**config.mk**
```make
export PLATFORM = sky130hd
export DESIGN_NAME = deserializer_flat
export DESIGN_NICKNAME = d
export VERILOG_FILES = /design/src/rtl/deserializer_if.sv /design/src/rtl/deserializer.sv /design/src/flat_wrapper.sv
export SDC_FILE = /design/constraint.sdc
export NUM_CORES = 1
export LEC_CHECK = 0
export BUFFER_PORTS_ARGS = -buffer_cell sky130_fd_sc_hd__buf_2
export CAP_MARGIN = 0
export CORE_ASPECT_RATIO = 1.1
export CORE_MARGIN = 3
export CORE_UTILIZATION = 50
export DETAILED_ROUTE_END_ITERATION = 12
export GPL_TIMING_DRIVEN = 0
export PLACE_DENSITY = 0.77
export SKIP_LAST_GASP = 1
export SYNTH_ARGS = -nofsm -noshare
export SYNTH_HDL_FRONTEND = slang
export SYNTH_SLANG_ARGS = --single-unit
export TNS_END_PERCENT = 1
```
**constraint.sdc**
```tcl
create_clock -name clk -period 2.9 [get_ports clk]
set_input_delay 0.29 -clock clk [delete_from_list [all_inputs] [get_ports clk]]
set_output_delay 0.29 -clock clk [all_outputs]
set_load 0.1 [all_outputs]
```
**src/rtl/deserializer_if.sv**
```systemverilog
// Bundle between the TSS byte-stream source, the deserializer and the command consumer.
//
// Signals:
//   tss_axis_tdata/tvalid/tlast  byte-wide AXI-Stream frame, driven by the link side
//   tss_axis_tready              byte accepted when high together with tvalid
//   cmd_o, cmd_len_o             reassembled command word and its length in bytes
//   cmd_valid_o / cmd_ready_i    command handshake towards the decoder
//   frame_err_o                  one-cycle pulse when a frame is dropped
//
// Modports:
//   master  link source plus command consumer (the environment around the deserializer)
//   slave   the deserializer itself
interface deserializer_if #(
  parameter int unsigned CMD_WIDTH = 272
);
  logic [7:0]           tss_axis_tdata;
  logic                 tss_axis_tvalid;
  logic                 tss_axis_tready;
  logic                 tss_axis_tlast;
  logic [CMD_WIDTH-1:0] cmd_o;
  logic [5:0]           cmd_len_o;
  logic                 cmd_valid_o;
  logic                 cmd_ready_i;
  logic                 frame_err_o;

  modport master (
    output tss_axis_tdata, tss_axis_tvalid, tss_axis_tlast, cmd_ready_i,
    input  tss_axis_tready, cmd_o, cmd_len_o, cmd_valid_o, frame_err_o
  );

  modport slave (
    input  tss_axis_tdata, tss_axis_tvalid, tss_axis_tlast, cmd_ready_i,
    output tss_axis_tready, cmd_o, cmd_len_o, cmd_valid_o, frame_err_o
  );
endinterface

```
**src/rtl/deserializer.sv**
```systemverilog
// Receive side of the TSS byte link. Reassembles a byte-wide AXI-Stream frame (header first,
// tlast on the final byte) into a wide command word and hands it to the command decoder over
// a valid/ready handshake. Frame length is selected by the header code; malformed frames are
// dropped and flagged with a one-cycle frame_err_o pulse.
//
// Ports:
//   clk    system clock
//   rst_n  synchronous active-low reset
//   bus    deserializer_if.slave: tss_axis_* byte input, cmd_o/cmd_len_o/cmd_valid_o/
//          cmd_ready_i command output, frame_err_o drop pulse
//
// Optional feature (macro DESER_TIMEOUT_EN): an inter-byte gap counter in COLLECT and DRAIN;
// a gap of TIMEOUT_CYCLES cycles drops the partial frame, pulses frame_err_o and returns to
// IDLE. Without the macro TIMEOUT_CYCLES is unused and those states wait indefinitely.
module deserializer #(
  parameter int unsigned CMD_WIDTH      = 272,
  parameter logic [7:0]  START_HDR      = 8'h01,
  parameter logic [7:0]  STOP_HDR       = 8'h02,
  parameter logic [7:0]  CONT_HDR       = 8'h04,
  parameter logic [7:0]  ABORT_HDR      = 8'h08,
  parameter int unsigned START_BYTES    = 34,
  parameter int unsigned STOP_BYTES     = 10,
  parameter int unsigned ABORT_BYTES    = 2,
  parameter int unsigned TIMEOUT_CYCLES = 1024
) (
  input logic          clk,
  input logic          rst_n,
  deserializer_if.slave bus
);

  localparam int unsigned NumBytes = CMD_WIDTH / 8;

  typedef enum logic [1:0] {StIdle, StCollect, StDrain, StHold} state_e;

  state_e               state_q, state_d;
  logic [5:0]           cnt_q, cnt_d;
  logic [5:0]           len_q, len_d;          // expected frame length of the current frame
  logic [5:0]           cmd_len_q, cmd_len_d;
  logic [CMD_WIDTH-1:0] asm_q, asm_d;
  logic                 err_q, err_d;

  logic       ready;
  logic       accept;
  logic [5:0] cnt_inc;
  logic       hdr_known;
  logic [5:0] hdr_len;

  assign ready   = (state_q != StHold);
  assign accept  = bus.tss_axis_tvalid && ready;
  assign cnt_inc = cnt_q + 6'd1;

  // Header code to frame length.
  always_comb begin
    hdr_known = 1'b1;
    hdr_len   = 6'(ABORT_BYTES);
    case (bus.tss_axis_tdata)
      START_HDR: hdr_len = 6'(START_BYTES);
      STOP_HDR:  hdr_len = 6'(STOP_BYTES);
      CONT_HDR:  hdr_len = 6'(STOP_BYTES);
      ABORT_HDR: hdr_len = 6'(ABORT_BYTES);
      default:   hdr_known = 1'b0;
    endcase
  end

`ifdef DESER_TIMEOUT_EN
  localparam int unsigned GapW = $clog2(TIMEOUT_CYCLES + 1);
  logic [GapW-1:0] gap_q, gap_d;
`endif

  always_comb begin
    state_d   = state_q;
    cnt_d     = cnt_q;
    len_d     = len_q;
    cmd_len_d = cmd_len_q;
    asm_d     = asm_q;
    err_d     = 1'b0;

    unique case (state_q)
      StIdle: begin
        if (accept) begin
          asm_d       = '0;
          asm_d[7:0]  = bus.tss_axis_tdata;
          cnt_d       = 6'd1;
          len_d       = hdr_len;
          if (!hdr_known) begin
            err_d = 1'b1;
            if (!bus.tss_axis_tlast) state_d = StDrain;
          end else if (bus.tss_axis_tlast) begin
            // Every known frame is at least two bytes long.
            err_d = 1'b1;
          end else begin
            state_d = StCollect;
          end
        end
      end
      StCollect: begin
        if (accept) begin
          // Positions beyond the command width are counted but not stored.
          for (int unsigned k = 1; k < NumBytes; k++) begin
            if (cnt_q == 6'(k)) asm_d[8*k +: 8] = bus.tss_axis_tdata;
          end
          cnt_d = cnt_inc;
          if (bus.tss_axis_tlast) begin
            if (cnt_inc == len_q) begin
              state_d   = StHold;
              cmd_len_d = len_q;
            end else begin
              err_d   = 1'b1;
              state_d = StIdle;
            end
          end else if (cnt_inc == len_q) begin
            err_d   = 1'b1;
            state_d = StDrain;
          end
        end
      end
      StDrain: begin
        if (accept && bus.tss_axis_tlast) state_d = StIdle;
      end
      StHold: begin
        if (bus.cmd_ready_i) state_d = StIdle;
      end
      default: state_d = StIdle;
    endcase

`ifdef DESER_TIMEOUT_EN
    gap_d = '0;
    if ((state_q == StCollect || state_q == StDrain) && !accept) begin
      if (gap_q == GapW'(TIMEOUT_CYCLES - 1)) begin
        err_d   = 1'b1;
        state_d = StIdle;
      end else begin
        gap_d = gap_q + 1'b1;
      end
    end
`endif
  end

  always_ff @(posedge clk) begin
    if (!rst_n) begin
      state_q   <= StIdle;
      cnt_q     <= '0;
      len_q     <= '0;
      cmd_len_q <= '0;
      asm_q     <= '0;
      err_q     <= 1'b0;
    end else begin
      state_q   <= state_d;
      cnt_q     <= cnt_d;
      len_q     <= len_d;
      cmd_len_q <= cmd_len_d;
      asm_q     <= asm_d;
      err_q     <= err_d;
    end
  end

`ifdef DESER_TIMEOUT_EN
  always_ff @(posedge clk) begin
    if (!rst_n) gap_q <= '0;
    else        gap_q <= gap_d;
  end
`endif

  assign bus.tss_axis_tready = ready && rst_n;
  assign bus.cmd_o           = asm_q;
  assign bus.cmd_len_o       = cmd_len_q;
  assign bus.cmd_valid_o     = (state_q == StHold);
  assign bus.frame_err_o     = err_q;

endmodule

```
**src/flat_wrapper.sv**
```systemverilog
// flat-port wrapper written by rule: the top's interface ports become plain ports
module deserializer_flat 
#(
  parameter int unsigned CMD_WIDTH      = 272,
  parameter logic [7:0]  START_HDR      = 8'h01,
  parameter logic [7:0]  STOP_HDR       = 8'h02,
  parameter logic [7:0]  CONT_HDR       = 8'h04,
  parameter logic [7:0]  ABORT_HDR      = 8'h08,
  parameter int unsigned START_BYTES    = 34,
  parameter int unsigned STOP_BYTES     = 10,
  parameter int unsigned ABORT_BYTES    = 2,
  parameter int unsigned TIMEOUT_CYCLES = 1024
)
  (clk, rst_n, bus_tss_axis_tdata, bus_tss_axis_tvalid, bus_tss_axis_tlast, bus_cmd_ready_i, bus_tss_axis_tready, bus_cmd_o, bus_cmd_len_o, bus_cmd_valid_o, bus_frame_err_o);
  deserializer_if #(.CMD_WIDTH(CMD_WIDTH)) bus_i ();
  input logic clk;
  input logic rst_n;
  input wire logic [$bits(bus_i.tss_axis_tdata)-1:0] bus_tss_axis_tdata;
  input wire logic [$bits(bus_i.tss_axis_tvalid)-1:0] bus_tss_axis_tvalid;
  input wire logic [$bits(bus_i.tss_axis_tlast)-1:0] bus_tss_axis_tlast;
  input wire logic [$bits(bus_i.cmd_ready_i)-1:0] bus_cmd_ready_i;
  output wire logic [$bits(bus_i.tss_axis_tready)-1:0] bus_tss_axis_tready;
  output wire logic [$bits(bus_i.cmd_o)-1:0] bus_cmd_o;
  output wire logic [$bits(bus_i.cmd_len_o)-1:0] bus_cmd_len_o;
  output wire logic [$bits(bus_i.cmd_valid_o)-1:0] bus_cmd_valid_o;
  output wire logic [$bits(bus_i.frame_err_o)-1:0] bus_frame_err_o;
  assign bus_i.tss_axis_tdata = bus_tss_axis_tdata;
  assign bus_i.tss_axis_tvalid = bus_tss_axis_tvalid;
  assign bus_i.tss_axis_tlast = bus_tss_axis_tlast;
  assign bus_i.cmd_ready_i = bus_cmd_ready_i;
  assign bus_tss_axis_tready = bus_i.tss_axis_tready;
  assign bus_cmd_o = bus_i.cmd_o;
  assign bus_cmd_len_o = bus_i.cmd_len_o;
  assign bus_cmd_valid_o = bus_i.cmd_valid_o;
  assign bus_frame_err_o = bus_i.frame_err_o;
  deserializer #(.CMD_WIDTH(CMD_WIDTH), .START_HDR(START_HDR), .STOP_HDR(STOP_HDR), .CONT_HDR(CONT_HDR), .ABORT_HDR(ABORT_HDR), .START_BYTES(START_BYTES), .STOP_BYTES(STOP_BYTES), .ABORT_BYTES(ABORT_BYTES), .TIMEOUT_CYCLES(TIMEOUT_CYCLES)) u_core (.clk(clk), .rst_n(rst_n), .bus(bus_i));
endmodule
```
==> flow_summary.yaml, run 1 <==
pwr:
  pwr-share-comb: 0.058
  power_per_cell_area_mw_per_mm2: 580
  switchingPower_uw: 1890
  power_report.internal_total_uw: 5990
  power.leakage_uw: 0.00576
  max_vdd_drop_v: 0.000409
  power_frac_clock: 0.439
  switching_share: 0.240
  p_seq_frac: 0.503
place:
  place_hpwl_um: 25700
  portBuffers: 289
  place_worst_setup_slack_ns: 0.318
  placed_cells_incl_taps: 1969
  gpl.final_weighted_congestion: 0.893
finish:
  finalNonFillerCells: 2020
  final_layout_size_suffix_gt1_frac: 0.211
  area_growth_pct: 24.6
  n_antenna_cell: 0
  num-nets-final: 1728
routing:
  drc: 0
  wirelength_um: 37300
  final_ant_viol_nets: 0
  route.detailed.wl_per_inst_um: 18.5
  post_drt_via_cell_ratio: 5.63
  initialDrtViolationCount: 1042
  dr_total_vias: 11400
  first_pass_iters: 5
global_route:
  global_route.overflow_total: 0
  grt_pass1_wl_um: 56800
  grt_antenna_before_repair: 0
  vias_in_the_first_global_route: 10300
  grt_start_max_net_pins: 15
  grtUsageTotal: 0.299
worst_setup_path:
  cp-end-kind: "output pin"
  critical-path-top-cell-by-count: "clkbuf_1"
  worst_endpoint_data_arrival_time_ns: 2.43
  setup.worst_path.class: "reg -> out"
  critPathLaunchType: "flip-flop"
  worst-r2r-setup-slack_ns: 0.27
  critical-path-slowest-cell: "buf_2"
  cpPeakStageDelay_ns: 0.45
  cp_max_fo: 10
  critical_path_buf_inv_count: 3
  cp_cell_sequence: "clkbuf_1, clkbuf_1, and2_1, buf_2"
  cp_data_required_time_ns: 2.61
  crit_family: "buffers and inverters"
floorplan:
  die_w_um: 147
  floorplan.rows: 56
  ios: 294
  die-area_sq_mm: 0.0236
  coreArea_sq_mm: 0.0214
  floorplan.initialDensity: 0.510
  die_h_um: 161
yosys:
  synth.ff_latch_count: 287
  synth_enable_flop_cells: 0
  synthTopCellsByArea: "dfxtp_1 (53%), nor2_1 (18%), a31oi_1 (12%)"
  yosys.cell_count.top_type: "nor2_1"
  ys_top_cells_by_count: "nor2_1 (524), dfxtp_1 (287), a31oi_1 (208)"
  yosys_most_used_dff: "dfxtp_1"
  synth-async-reset-ratio: 0
  sequential_fraction_of_the_synthesis_area: 0.527
  synth_top_area_frac: 0.527
  synth_top_cell_by_area: "dfxtp_1"
  synth_cell_type_count: 45
  synthesis.area_sq_mm: 0.0109
  synth-warning-count: 0
  post_synthesis_area_per_instance_sq_um: 7.85
  synthesis.instances: 1388
clock_network:
  postCtsResizedCells: 0
  cts_hold_buf: 0
  tritoncts.num_buffers: 28
  cts-root-to-sink-buffers: 3
  clock_sink_count: 287
  tritoncts_clock_tree: "built"
  clock_latency_late_sink_ns: 0.54
  post_cts_setup_buffers: 0
  cts_max_level: 1
  cts.clk_slew.worst_paths_ns: 0.06
  clk_root_buffer_cell: "clkbuf_16"
sta:
  finalWorstPathRequiredPeriod_ns: 2.72
  max_freq_ghz: 0.367
  finalSetupViolCount: 0
  finalCritPeriodShare: 0.939
  worst_pin_slew_ns: 0.813
  final.setup.worst_slack_ns: 0.177
  grt_setup_unrepaired: "false"
  final.setup.tns_ns: 0
  report.final.hold_viol_count: 0
  max_slew_violation_count: 0
  slew_headroom: 0.458
  final.setup_skew_ns: 0.0135
flow_run:
  max-cap-violations: 0
status:
  result_of_the_run: "completed"
worst_hold_path:
  worst_min_delay_path_category: "in -> reg"
state kept, by name, summed over array words and instances (netlist names):
signal and cells:
u_core.bus.cmd_len_o 3, u_core.bus.cmd_o 272, u_core.bus.frame_err_o 1, u_core.cnt_q 6, u_core.len_q 3, u_core.state_q 2
metal layers:
layer	share of wire	vias up	track usage	wire length [um]
met4	0.039	0	0.128	1470
li1	-	5354	-	-
met1	0.41	5347	0.395	15300
met3	0.091	95	0.0550	3380
met5	0	-	0	0
met2	0.46	567	0.480	17100
cells by family after synthesis:
group	Yosys count	synth area share
and+or+nand+nor	637	0.236
AOI/OAI and AO/OA	308	0.170
DFF	287	0.527
buffers and inverters	140	0.0519
xor gates and xnor gates	8	0.00643
adders and majority gates	6	0.00689
other	1	0.000344
muxes	1	0.00103
per-stage QoR:
step	utilization	area (sq um)	power [uW]	hold slack, ns
detailed placement	0.595	12700	4500	0.444
global placement	0.595	12700	4490	0.442
global route	0.635	13600	8120	0.0323
finish	0.635	13600	7880	0.0238
floorplan	-	10900	4370	0.418
CTS	0.635	13600	7900	0.00454
power groups by stage:
stage | Clock, uW | Combinational (uW) | Sequential, uW
floorplan | 0 | 256 | 4110
global placement | 0 | 442 | 4050
detailed placement | 0 | 447 | 4050
CTS | 3490 | 448 | 3960
global route | 3670 | 487 | 3960
finish | 3460 | 456 | 3960
placed cells by master (no fill, tap or decap), drive strengths merged, types with 4 or more instances in the layout:
| cell type | count |
|---|---|
| nand4 | 13 |
| nand2 | 40 |
| o21ai | 5 |
| xor2 | 4 |
| a31oi | 208 |
| ha | 6 |
| nor2b | 5 |
| clkbuf | 155 |
| nand3 | 26 |
| buf | 314 |
| dfxtp | 287 |
| xnor2 | 4 |
| inv | 4 |
| nor2 | 524 |
| or2 | 8 |
| clkinv | 5 |
| a21oi | 82 |
| nor3 | 5 |
path summary, 6_finish.rpt:
kind,to,cells past startpoint,start
hold reg to reg,u_core.bus.cmd_o[4],2,u_core.bus.cmd_o[4]
setup / recovery,bus_cmd_valid_o,4,u_core.state_q[0]
hold / removal,u_core.bus.cmd_o[5],3,bus_tss_axis_tdata[5]
setup reg to reg,u_core.state_q[1],9,u_core.cnt_q[0]
worst register-to-register path: stages, from the launching register on:
cell and delay [ns]:
dfxtp_1 0.50, ha_1 0.22, clkbuf_1 0.48, xor2_1 0.13
nor3_1 0.16, o2111a_1 0.31, inv_1 0.15, ha_1 0.21
a211oi_1 0.25, a31o_2 0.19
final cells by class:
type / instances / area [sq um]
plain buffers: 135 / 547
clock buffers: 45 / 795
clock inverters: 6 / 68.8
fillers: 1893 / 7790
inverters: 5 / 18.8
multi-input cells: 963 / 4600
flip-flops and latches: 287 / 5750
well taps: 290 / 363
repair buffers: 289 / 1450
Note: power is estimated with default switching activity, not from simulation.
==> inputs of run 2 (changes only) <==
--- a/config.mk
+++ b/config.mk
@@ -7,11 +7,9 @@
 export LEC_CHECK = 0
 export BUFFER_PORTS_ARGS = -buffer_cell sky130_fd_sc_hd__buf_2
 export CAP_MARGIN = 0
-export CORE_ASPECT_RATIO = 1.1
 export CORE_MARGIN = 3
 export CORE_UTILIZATION = 50
 export DETAILED_ROUTE_END_ITERATION = 12
-export GPL_TIMING_DRIVEN = 0
 export PLACE_DENSITY = 0.77
 export SKIP_LAST_GASP = 1
 export SYNTH_ARGS = -nofsm -noshare
==> flow_summary.yaml, run 2 (synthesized netlist as in run 1, its figures left out) <==
clock_network:
  cts_hold_buf: 2
  tritoncts.num_buffers: 30
  clock_sink_count: 287
  post_cts_setup_buffers: 0
  cts_max_level: 1
  clk_root_buffer_cell: "clkbuf_16"
  cts.clk_slew.worst_paths_ns: 0.06
  tritoncts_clock_tree: "built"
  cts-root-to-sink-buffers: 3
  postCtsResizedCells: 0
  clock_latency_late_sink_ns: 0.55
finish:
  layout.cells.most_common: "nor2_1"
  final_layout_size_suffix_gt1_frac: 0.232
  largest_reg_flops: 272
  layout.cells.most_common_list: "nor2_1 (523), buf_2 (290), dfxtp_1 (287)"
  final_core_util: 0.632
  num-nets-final: 1633
  area_growth_pct: 23.1
  n_antenna_cell: 0
routing:
  drc: 0
  route.detailed.wl_per_inst_um: 17.4
  post_drt_via_cell_ratio: 5.50
  final_ant_viol_nets: 0
  dr_total_vias: 10500
  first_pass_iters: 5
  initialDrtViolationCount: 901
  wirelength_um: 33200
sta:
  worst_pin_slew_ns: 0.952
  report.final.hold_viol_count: 0
  final.setup.tns_ns: 0
  finalSetupViolCount: 0
  finalWorstPathRequiredPeriod_ns: 2.41
  finalCritPeriodShare: 0.831
  grt_setup_unrepaired: "false"
  final.setup_skew_ns: 0.00877
  max_slew_violation_count: 0
  slew_headroom: 0.365
  max_freq_ghz: 0.415
pwr:
  power_per_cell_area_mw_per_mm2: 596
  max_vdd_drop_v: 0.000580
  power.leakage_uw: 0.00575
floorplan:
  floorplan.rows: 53
  die_h_um: 154
  die-area_sq_mm: 0.0236
  die_w_um: 154
  coreArea_sq_mm: 0.0212
  ios: 294
  floorplan.initialDensity: 0.514
place:
  place_hpwl_um: 21300
  portBuffers: 290
  gpl.final_weighted_congestion: 0.864
worst_setup_path:
  setup.worst_path.class: "reg -> reg"
  cp_max_fo: 11
  worst_endpoint_data_arrival_time_ns: 2.90
  ff2ff_path_depth: 8
  critPathLaunchType: "flip-flop"
  critical_path.reg2reg.startpoint: "u_core.cnt_q[1]"
  cp_data_required_time_ns: 3.39
  worst-r2r-setup-slack_ns: 0.49
  cp-end-kind: "flip-flop"
  r2r-end: "u_core.state_q[1]"
worst_hold_path:
  timing.hold.worst_path_depth: 3
  hp-start: "bus_tss_axis_tdata[5]"
  worst_min_delay_path_category: "in -> reg"
  worst_hold_path.endpoint: "u_core.bus.cmd_o[5]"
global_route:
  grt_start_max_net_pins: 142
  grt_pass1_wl_um: 52000
  grtUsageTotal: 0.264
  grt_antenna_before_repair: 1
  vias_in_the_first_global_route: 9578
  global_route.overflow_total: 0
flow_run:
  max-cap-violations: 0
status:
  result_of_the_run: "completed"
[run 2: how the worst max path moves through the flow]
| stage | startpoint | end | slack, ns | cells after the start |
|---|---|---|---|---|
| 5_1_grt | u_core.cnt_q[0] | u_core.state_q[1] | 0.27 | 8 |
| 3_5_place_dp | u_core.cnt_q[0] | u_core.state_q[1] | 0.54 | 8 |
| 4_1_cts | u_core.cnt_q[0] | u_core.state_q[1] | 0.51 | 8 |
| 6_report | u_core.cnt_q[1] | u_core.state_q[1] | 0.49 | 8 |
| 2_1_floorplan | u_core.state_q[0] | bus_tss_axis_tready | 0.43 | 4 |
| 3_3_place_gp | u_core.cnt_q[0] | u_core.state_q[1] | 0.65 | 8 |
[run 2: area by class of cell]
| type | count | area [sq um] |
|---|---|---|
| tap | 275 | 344 |
| multi-input combinational | 963 | 4600 |
| clock inverter | 3 | 30.0 |
| inverter | 5 | 26.3 |
| timing repair buffer | 327 | 1770 |
| fill | 1860 | 7800 |
| sequential | 287 | 5750 |
| clock buffer | 51 | 900 |
[run 2: worst max-delay path, stage by stage, from the launching register on]
cell and delay [ns]:
dfxtp_1 0.46, ha_1 0.48, nand3_1 0.15, xor2_1 0.22, o2111a_1 0.31, inv_1 0.13, ha_1 0.20, a211oi_1 0.24
a31o_2 0.17
[run 2: metrics by stage]
| stage | setup slack, ns | instance area [sq um] | total power (uW) | hold WS, ns | instances |
|---|---|---|---|---|---|
| 5_1_grt | 0.275 | 13400 | 8250 | 0.0104 | 1911 |
| 6_report | 0.490 | 13400 | 8000 | 0.0212 | 1911 |
| 3_5_place_dp | 0.538 | 12500 | 4460 | 0.447 | 1855 |
| 4_1_cts | 0.513 | 13400 | 8050 | 0.00117 | 1911 |
| 2_1_floorplan | 0.428 | 10900 | 4370 | 0.418 | 1390 |
| 3_3_place_gp | 0.649 | 12500 | 4460 | 0.439 | 1855 |
[run 2: power by group]
group | internal [uW] | switching [uW]
registers | 3950 | 11.5
logic | 78.1 | 341
clock network | 2090 | 1520
total | 6130 | 1870
[run 2: routing by layer]
layer	vias to the layer above	wire length [um]	track usage
met3	75	3040	0.0709
li1	5147	-	-
met4	0	1210	0.0921
met2	421	15100	0.424
met1	4875	13900	0.346
met5	-	0	0
==> inputs of run 3 (changes only) <==
==> constraint.sdc (replaced) <==
create_clock -name clk -period 2.4 [get_ports clk]
set_input_delay 0.24 -clock clk [delete_from_list [all_inputs] [get_ports clk]]
set_output_delay 0.24 -clock clk [all_outputs]
set_load 0.1 [all_outputs]
==> flow_summary.yaml, run 3 (synthesized netlist as in run 1, its figures left out) <==
clock_network:
  clk_root_buffer_cell: "clkbuf_16"
  clock_latency_late_sink_ns: 0.54
  cts_max_level: 1
  cts.clk_slew.worst_paths_ns: 0.06
  cts-root-to-sink-buffers: 3
  tritoncts.num_buffers: 29
  tritoncts_clock_tree: "built"
  clock_sink_count: 287
sta:
  finalWorstPathRequiredPeriod_ns: 2.19
  max_slew_violation_count: 0
  report.final.hold_viol_count: 0
  finalSetupViolCount: 0
  max_freq_ghz: 0.457
  worst_pin_slew_ns: 1.07
  grt_setup_unrepaired: "false"
  final.setup_skew_ns: 0.0102
  finalCritPeriodShare: 0.912
  final.setup.tns_ns: 0
  holdWs_ns: 0.0435
  slew_headroom: 0.285
global_route:
  global_route.overflow_total: 0
  grtUsageTotal: 0.265
  grt_pass1_wl_um: 52500
  vias_in_the_first_global_route: 9758
  grt_antenna_before_repair: 0
  grt_start_max_net_pins: 112
floorplan:
  die-area_sq_mm: 0.0236
  ios: 294
  floorplan.rows: 53
  die_w_um: 154
  floorplan.initialDensity: 0.514
  coreArea_sq_mm: 0.0212
  die_h_um: 154
worst_setup_path:
  worst_endpoint_data_arrival_time_ns: 2.67
  cp_max_fo: 8
  cp_data_required_time_ns: 2.88
  cp-end-kind: "flip-flop"
  setup.worst_path.class: "reg -> reg"
  critPathLaunchType: "flip-flop"
finish:
  layout.cells.most_common: "nor2_1"
  num-nets-final: 1661
  area_growth_pct: 25.8
  final_layout_size_suffix_gt1_frac: 0.246
  layout.area.seq_sq_mm: 0.00575
  n_antenna_cell: 0
  multi_input_comb_area_sq_mm: 0.00461
  layout.cells.most_common_list: "nor2_1 (523), buf_2 (290), dfxtp_1 (286)"
  largest_reg_flops: 272
  num-fill-cells: 1823
place:
  gpl.final_weighted_congestion: 0.866
  place_hpwl_um: 21600
  portBuffers: 290
pwr:
  power_per_cell_area_mw_per_mm2: 711
  power.leakage_uw: 0.00591
  max_vdd_drop_v: 0.000720
routing:
  post_drt_via_cell_ratio: 5.46
  drc: 0
  route.detailed.wl_per_inst_um: 17.0
  initialDrtViolationCount: 756
  first_pass_iters: 7
  dr_total_vias: 10600
  wirelength_um: 32900
  final_ant_viol_nets: 0
flow_run:
  max-cap-violations: 0
worst_hold_path:
  worst_min_delay_path_category: "in -> reg"
status:
  result_of_the_run: "completed"
run 3: timing repair:
action | 4_1_cts | 5_1_grt
buffers inserted | 0 | 0
setup endpoints to repair | 0 | 1
hold buffers | 8 | 0
endpoints found under the hold margin | 8 | 0
gates resized for setup | 0 | 2
run 3: path summary, 6_finish.rpt:
check / start / end / slack [ns] / cells after the start
setup / recovery: u_core.cnt_q[1] / u_core.state_q[1] / 0.21 / 9
hold / removal: rst_n / u_core.bus.frame_err_o / 0.04 / 3
setup reg to reg: u_core.cnt_q[1] / u_core.state_q[1] / 0.21 / 9
hold reg to reg: u_core.bus.cmd_o[249] / u_core.bus.cmd_o[249] / 0.45 / 2
run 3: cell type report:
| cell class | count | share of cell area |
|---|---|---|
| Sequential cell | 287 | 0.419 |
| Multi-Input combinational cell | 963 | 0.336 |
| Timing Repair Buffer | 356 | 0.149 |
| Clock buffer | 43 | 0.0604 |
| Tap cell | 275 | 0.0251 |
| Clock inverter | 10 | 0.00785 |
| Inverter | 5 | 0.00192 |
run 3: power by group:
group          switching [uW]  internal [uW]
logic                     419            112
registers                13.0           4780
clock network            1820           2600
total                    2250           7490
run 3: critical path, cell delays in order, from the launching register on:
cell	delay, ns
dfxtp_2	0.40
inv_1	0.08
ha_1	0.30
xor2_1	0.15
nor3_1	0.17
o2111a_1	0.29
inv_1	0.13
ha_1	0.21
a211oi_1	0.23
a31o_2	0.17
run 3: metal layers:
| layer | vias to the layer above | wire length [um] | GRT usage |
|---|---|---|---|
| met1 | 4907 | 13900 | 0.352 |
| met4 | 0 | 1080 | 0.0770 |
| met2 | 417 | 15100 | 0.427 |
| met3 | 72 | 2890 | 0.0695 |
| li1 | 5193 | - | - |
| met5 | - | 0 | 0 |
run 3: per-stage QoR:
step / utilization / power, uW / cell area (sq um) / std cells / setup WS [ns]
floorplan: - / 5280 / 10900 / 1390 / 0.102
detailed placement: 0.598 / 5410 / 12700 / 1878 / 0.168
finish: 0.646 / 9740 / 13700 / 1939 / 0.212
CTS: 0.646 / 9800 / 13700 / 1939 / 0.133
global route: 0.646 / 10000 / 13700 / 1939 / 0.0190
global placement: 0.598 / 5410 / 12700 / 1878 / 0.218
